$ cat config.mk
export PLATFORM = sky130hd
export DESIGN_NAME = inst_encoder
export DESIGN_NICKNAME = d
export VERILOG_FILES = /design/src/rtl/inst_encoder.sv
export SDC_FILE = /design/constraint.sdc
export NUM_CORES = 1
export LEC_CHECK = 0
export CAP_MARGIN = 20
export CORE_ASPECT_RATIO = 1.2
export CORE_MARGIN = 5
export CORE_UTILIZATION = 41
export DETAILED_ROUTE_END_ITERATION = 7
export PLACE_DENSITY_LB_ADDON = 0.25
export SLEW_MARGIN = 20
export SYNTH_ARGS = -nofsm -noshare
export SYNTH_HDL_FRONTEND = slang
export SYNTH_SLANG_ARGS = --single-unit
$ cat constraint.sdc
create_clock -name clk -period 2.2 [get_ports clk]
set_input_delay 0.44 -clock clk [delete_from_list [all_inputs] [get_ports clk]]
set_output_delay 0.44 -clock clk [all_outputs]
set_load 0.01 [all_outputs]
$ cat src/rtl/inst_encoder.sv
// RV32I program loader: encodes field-level requests and writes them to sequential words; write appears 1 cycle after accept.
// Backpressure: req_ready drops while memory is full or clear is asserted; out-of-range immediates are consumed without a write.
module inst_encoder #(
    parameter int          ADDR_BITS = 8,
    parameter logic [31:0] BASE_ADDR = 32'h0
) (
    input  logic                 clk,
    input  logic                 reset,
    input  logic                 clear,
    input  logic                 req_valid,
    output logic                 req_ready,
    input  logic [2:0]           req_op,
    input  logic [4:0]           req_rd,
    input  logic [4:0]           req_rs1,
    input  logic [4:0]           req_rs2,
    input  logic [31:0]          req_imm,
    output logic                 mem_we,
    output logic [31:0]          mem_addr,
    output logic [31:0]          mem_wdata,
    output logic [ADDR_BITS:0]   count,
    output logic                 full,
    output logic                 err
);

    localparam logic [ADDR_BITS:0] CAP = {1'b1, {ADDR_BITS{1'b0}}};
    localparam logic [ADDR_BITS:0] ONE = {{ADDR_BITS{1'b0}}, 1'b1};

    localparam logic [2:0] OP_LW   = 3'd0;
    localparam logic [2:0] OP_SW   = 3'd1;
    localparam logic [2:0] OP_ADDI = 3'd2;
    localparam logic [2:0] OP_ADD  = 3'd3;
    localparam logic [2:0] OP_SUB  = 3'd4;
    localparam logic [2:0] OP_OR   = 3'd5;
    localparam logic [2:0] OP_AND  = 3'd6;
    localparam logic [2:0] OP_BEQ  = 3'd7;

    typedef enum logic {IDLE, WRITE} state_t;

    state_t      state, state_next;
    logic [31:0] word;
    logic        imm_ok;
    logic        i_ok, b_ok;
    logic        accept, do_write;
    logic [31:0] wr_offset;

    assign full      = (count == CAP);
    assign req_ready = !full && !clear;
    assign accept    = req_valid && req_ready;
    assign do_write  = accept && imm_ok;
    assign mem_we    = (state == WRITE);
    assign wr_offset = 32'(count) << 2;

    // Signed-fit checks: all sign bits above the field must agree.
    assign i_ok = (&req_imm[31:11]) | ~(|req_imm[31:11]);
    assign b_ok = ((&req_imm[31:12]) | ~(|req_imm[31:12])) & ~req_imm[0];

    always_comb begin
        word   = '0;
        imm_ok = 1'b1;
        case (req_op)
            OP_LW: begin
                word   = {req_imm[11:0], req_rs1, 3'b010, req_rd, 7'b0000011};
                imm_ok = i_ok;
            end
            OP_SW: begin
                word   = {req_imm[11:5], req_rs2, req_rs1, 3'b010, req_imm[4:0], 7'b0100011};
                imm_ok = i_ok;
            end
            OP_ADDI: begin
                word   = {req_imm[11:0], req_rs1, 3'b000, req_rd, 7'b0010011};
                imm_ok = i_ok;
            end
            OP_ADD: word = {7'b0000000, req_rs2, req_rs1, 3'b000, req_rd, 7'b0110011};
            OP_SUB: word = {7'b0100000, req_rs2, req_rs1, 3'b000, req_rd, 7'b0110011};
            OP_OR:  word = {7'b0000000, req_rs2, req_rs1, 3'b110, req_rd, 7'b0110011};
            OP_AND: word = {7'b0000000, req_rs2, req_rs1, 3'b111, req_rd, 7'b0110011};
            OP_BEQ: begin
                word   = {req_imm[12], req_imm[10:5], req_rs2, req_rs1, 3'b000,
                          req_imm[4:1], req_imm[11], 7'b1100011};
                imm_ok = b_ok;
            end
            default: word = '0;
        endcase
    end

    always_comb begin
        state_next = IDLE;
        case (state)
            IDLE:    state_next = do_write ? WRITE : IDLE;
            WRITE:   state_next = do_write ? WRITE : IDLE;
            default: state_next = IDLE;
        endcase
    end

    always_ff @(posedge clk or posedge reset) begin
        if (reset) begin
            state     <= IDLE;
            mem_addr  <= BASE_ADDR;
            mem_wdata <= '0;
            count     <= '0;
            err       <= 1'b0;
        end else begin
            state <= state_next;
            if (clear) begin
                count <= '0;
                err   <= 1'b0;
            end else if (accept) begin
                if (imm_ok) begin
                    mem_addr  <= BASE_ADDR + wr_offset;
                    mem_wdata <= word;
                    count     <= count + ONE;
                end else begin
                    err <= 1'b1;
                end
            end
        end
    end

endmodule

# Word level (Yosys, flattened, before mapping)
# Cells that the tools add are included.
op_classes:
  n_mux: 9
  bitwise: 7
  n_reduce_logical: 16
  addsub: 1
  n_eq_ne: 9
ops:
  columns: ["op", "count"]
  rows:
  - ["32-bit case mux with 8 select lines", 1]
  - ["9-bit 2-to-1 mux", 3]
  - ["21-bit AND reduction", 1]
  - ["21-bit OR reduction", 1]
  - ["20-bit AND reduction", 1]
  - ["20-bit OR reduction", 1]
  - ["3-bit == test, second input constant", 4]
  - ["9-bit by 1-bit adder with 9-bit output, second input constant", 1]
  - ["9-bit == test, second input constant", 1]
  - ["3-bit by 2-bit == test with 1-bit output, second input constant", 2]
  - ["1-bit 2-to-1 mux", 4]
  - ["1-bit inverter", 4]
  - ["2-bit AND reduction", 2]
  - ["2-bit nonzero test", 2]
  - ["3-bit by 1-bit == test with 1-bit output, second input constant", 1]
  - ["1-bit logical AND", 3]
  - ["3-bit logical NOT", 1]
  - ["3-bit AND reduction", 1]
  - ["3-bit OR reduction", 1]
  - ["1-bit logical NOT", 2]
  - ["2-bit != test, second input constant", 1]
  - ["1-bit OR", 2]
  - ["1-bit case mux with 2 select lines", 1]
  - ["1-bit AND", 1]
word_totals:
  input_bits: 54
  regBits: 52

# Longest topological paths before layout
logic_depth:
  word_depth: 8
  mapped_depth: 9
  ltp_nobuf: 8

# Worst setup path before layout
# Ideal clock, no wire load.
synth_path:
  path_kind: "input to register"
  start: "input req_imm[12]"
  end: "register mem_addr[8]"
  arrival_time_ns: 2.263
  cell_stages: 8
  required_ns: 2.075
  slack_ns: -0.188
  path_cell_list: "or4_4 > nor3_1 > a22oi_1 > a22o_1 > or2_1 > buf_6 > buf_12 > mux2_4"
synth_via:
  elab_chain_len: 6
  elab_cells_between_ends: 11
  cone_classes: "mux: 1; bitwise: 5; reduce/logical: 5"
synth_lines:
  columns: ["item", "line", "rtl"]
  rows:
  - ["start, declared", "16", "input logic [31:0] req_imm,"]
  - ["20-bit OR reduction", "55", "assign b_ok = ((&req_imm[31:12]) | ~(|req_imm[31:12])) & ~req_imm[0];"]
  - ["1-bit inverter", "55", null]
  - ["1-bit OR", "55", null]
  - ["1-bit AND", "55", null]
  - ["1-bit case mux with 2 select lines *", "60", "case (req_op)"]
  - ["3-bit AND reduction (no line) *", null, null]
  - ["end signal, assigned", "109", "mem_addr <= BASE_ADDR + wr_offset;"]
  - ["end, declared", "18", "output logic [31:0] mem_addr,"]
# Every way passes the cells marked *; elsewhere a longest branch is shown, timed or not.
# A chain may end at the register's enable or synchronous reset.

# Worst setup path in the final report
layout_path:
  start: "input req_imm[15]"
  end: "register mem_addr[10]"
# Same word-level chain as after synthesis.

==> results.json <==
{
  "drive_above_1_share_pct": 22.1,
  "clock_sinks": 49,
  "crit_path_start_kind": "primary input",
  "critPathKind": "in2reg",
  "first_pass_iters": 4,
  "fin_setup_tns_ns": 0,
  "hold_viol_final": 0,
  "grt_max_degree": 50,
  "yosysWarnings": 0,
  "num_io_pins": 131,
  "fin_area_um2": 4130,
  "cp.required_ns": 2.38,
  "dp_cells": 464,
  "initial_core_util_pct": 41.7,
  "syn_inst": 260,
  "drv_slew": 0,
  "ctsHoldBuffers": 0,
  "grt-ovfl-total": 0,
  "vias": 2375,
  "setup-violations-final": 0,
  "final_nets": 448,
  "fp-row-count": 32,
  "peakVddDrop_v": 0.000369,
  "core_um2": 6370,
  "hpwlAfterDp_um": 5300,
  "synthArstFlopShare_pct": 100,
  "reg2reg_from": "count[0]",
  "worstPathMaxFanout": 7,
  "grt_pass1_wl_um": 11100,
  "rsz0062_at_grt": "yes",
  "arrival_ns": 2.37,
  "ant_nets": 0,
  "synth-edff-count": 0,
  "fin_crit_ns": 2.18,
  "ys_seq_elements": 49,
  "worstHoldPathType": "in2async",
  "leakagePower_nw": 1.88,
  "area_growth_pct": 55.5,
  "antenna_found_initial": 0,
  "clock.fmax_mhz": 458,
  "htreeDepth": 2,
  "synth.avg_cell_area_um2": 10.2,
  "synth_flop_cell": "dfrtp_1",
  "routed_via_density": 4.97,
  "portBuffers": 105,
  "die_area_um2": 8200,
  "r2r_cells": 9,
  "cts_buffers": 5,
  "wire_per_inst_um": 14.7,
  "place_congestion": 0.780,
  "rr_endpoint": "count[5]",
  "skew_ns": 0.00985,
  "dpl_cell_area_um2": 3920,
  "endpoint_kind": "register",
  "routed_wl_um": 7050,
  "die_h_um": 98.2,
  "post_synth_num_cell_types": 40,
  "clock_latency_ns": 0.30,
  "root_buffer": "clkbuf_8",
  "maxCapViolations": 0,
  "ys_seq_area_share_pct": 46.1,
  "path_clk_slew_ns": 0.08,
  "cts_tree": "yes",
  "grt_pass1_vias": 2398,
  "r2r_slack_ns": 0.12,
  "n_antenna_cell": 0,
  "drtIter0Drc": 111,
  "finalNonFillerCells": 478,
  "n_fill_cell": 549,
  "clockBufferDepth": 2,
  "synth_area_um2": 2660,
  "drc": 0,
  "powerDensity_nw_per_um2": 587,
  "die_w_um": 83.5,
  "period_share_pct": 99.3,
  "status": "finished clean",
  "grt_usage_pct": 16.5
}
-- cell type report --
cell class	instances	area [µm²]	area share, %
repair buffers	142	1390	33.5
multi-input cells	183	1250	30.4
flip-flops and latches	49	1230	29.7
well taps	85	106	2.57
clock buffers	7	86.3	2.09
inverters	11	41.3	0.999
clock inverters	1	30.0	0.727
-- registers in the layout, summed over array words and instances (netlist names) --
name / cells
count: 9
err: 1
mem_addr: 9
mem_wdata: 29
mem_we: 1
-- worst max-delay path by stage --
stage	end	slack [ns]	startpoint
after floorplan	mem_addr[8]	-0.17	req_imm[12]
after global placement	count[5]	-0.61	req_imm[12]
after detailed placement	mem_wdata[27]	-0.68	req_imm[12]
after CTS	req_ready	-0.03	count[0]
after global routing	mem_addr[5]	-0.02	req_imm[13]
final	mem_addr[10]	0.02	req_imm[15]
-- layout by cell type, fill, tap and decap left out, types with 4 or more instances in the layout --
master / instances
dfrtp_1: 48
buf_4: 30
nand4_1: 5
conb_1: 25
mux2i_1: 10
clkdlybuf4s50_1: 83
buf_12: 4
o31ai_1: 6
a21oi_1: 5
buf_2: 5
nor2_1: 8
o21ai_1: 11
nand2_1: 15
nor4_1: 4
nor3_1: 4
mux2_4: 15
inv_1: 8
mux2_2: 4
dlygate4sd2_1: 12
nand3_1: 4
clkbuf_8: 6
o21ai_0: 30
-- through the flow --
step           total power, W  util [%]  hold WS, ns  setup slack [ns]
6_report              0.00243      64.9        0.501            0.0159
5_1_grt               0.00255      64.9        0.520           -0.0198
4_1_cts               0.00246      64.5        0.503           -0.0255
3_5_place_dp          0.00177      61.6        0.480            -0.679
3_3_place_gp          0.00176      61.6        0.475            -0.606
2_1_floorplan         0.00138         -        0.524            -0.170
-- layer usage --
layer | GRT usage, % | wire length, µm
met1 | 18.6 | 2750
met2 | 29.5 | 3560
met3 | 5.23 | 615
met4 | 5.32 | 123
met5 | 0 | 0
-- timing repair --
item,in CTS,in global routing
pin swaps,15,6
endpoints found under the hold margin,0,0
buffers inserted,3,1
gates cloned,2,0
gates resized for setup,57,18
setup endpoints to repair,50,41
-- power by group --
group | switching [W] | total, W | internal (W)
Sequential | 0.0000554 | 0.00106 | 0.00101
Combinational | 0.000294 | 0.000707 | 0.000414
Clock | 0.000287 | 0.000658 | 0.000371
Total | 0.000636 | 0.00243 | 0.00179
-- Yosys cell counts (all sizes together) (4+ instances only) --
cell / instances / area [µm²]
a21oi: 5 / 25.0
buf: 30 / 241
clkbuf: 11 / 41.3
dfrtp: 49 / 1230
inv: 11 / 41.3
mux2: 19 / 270
mux2i: 10 / 100
nand2: 15 / 56.3
nand3: 4 / 20.0
nand4: 5 / 31.3
nor2: 8 / 30.0
nor3: 7 / 35.0
nor4: 4 / 25.0
o21ai: 44 / 220
o31ai: 6 / 45.0
or4: 4 / 33.8
-- worst max-delay path, cell delays in order --
cell	delay, ns
buf_6	0.09
or4_4	0.54
nor3_2	0.18
a22oi_1	0.09
a22o_1	0.26
or2_4	0.31
buf_12	0.17
mux2_4	0.29
-- logic make-up (layout without fill, tap and decap cells) --
family                     Yosys count  in the layout  share of synthesized area, %
muxes                               29             29                          13.9
adders and majority gates            2              2                         0.941
buffers and inverters               52            161                          12.2
AOI/OAI and AO/OA                   66             66                          14.3
xor gates and xnor gates             2              2                         0.659
DFF                                 49             49                          46.1
other                                1             25                         0.141
and+or+nand+nor                     59             59                          11.7
No activity file was read; power rests on OpenSTA's default activity.
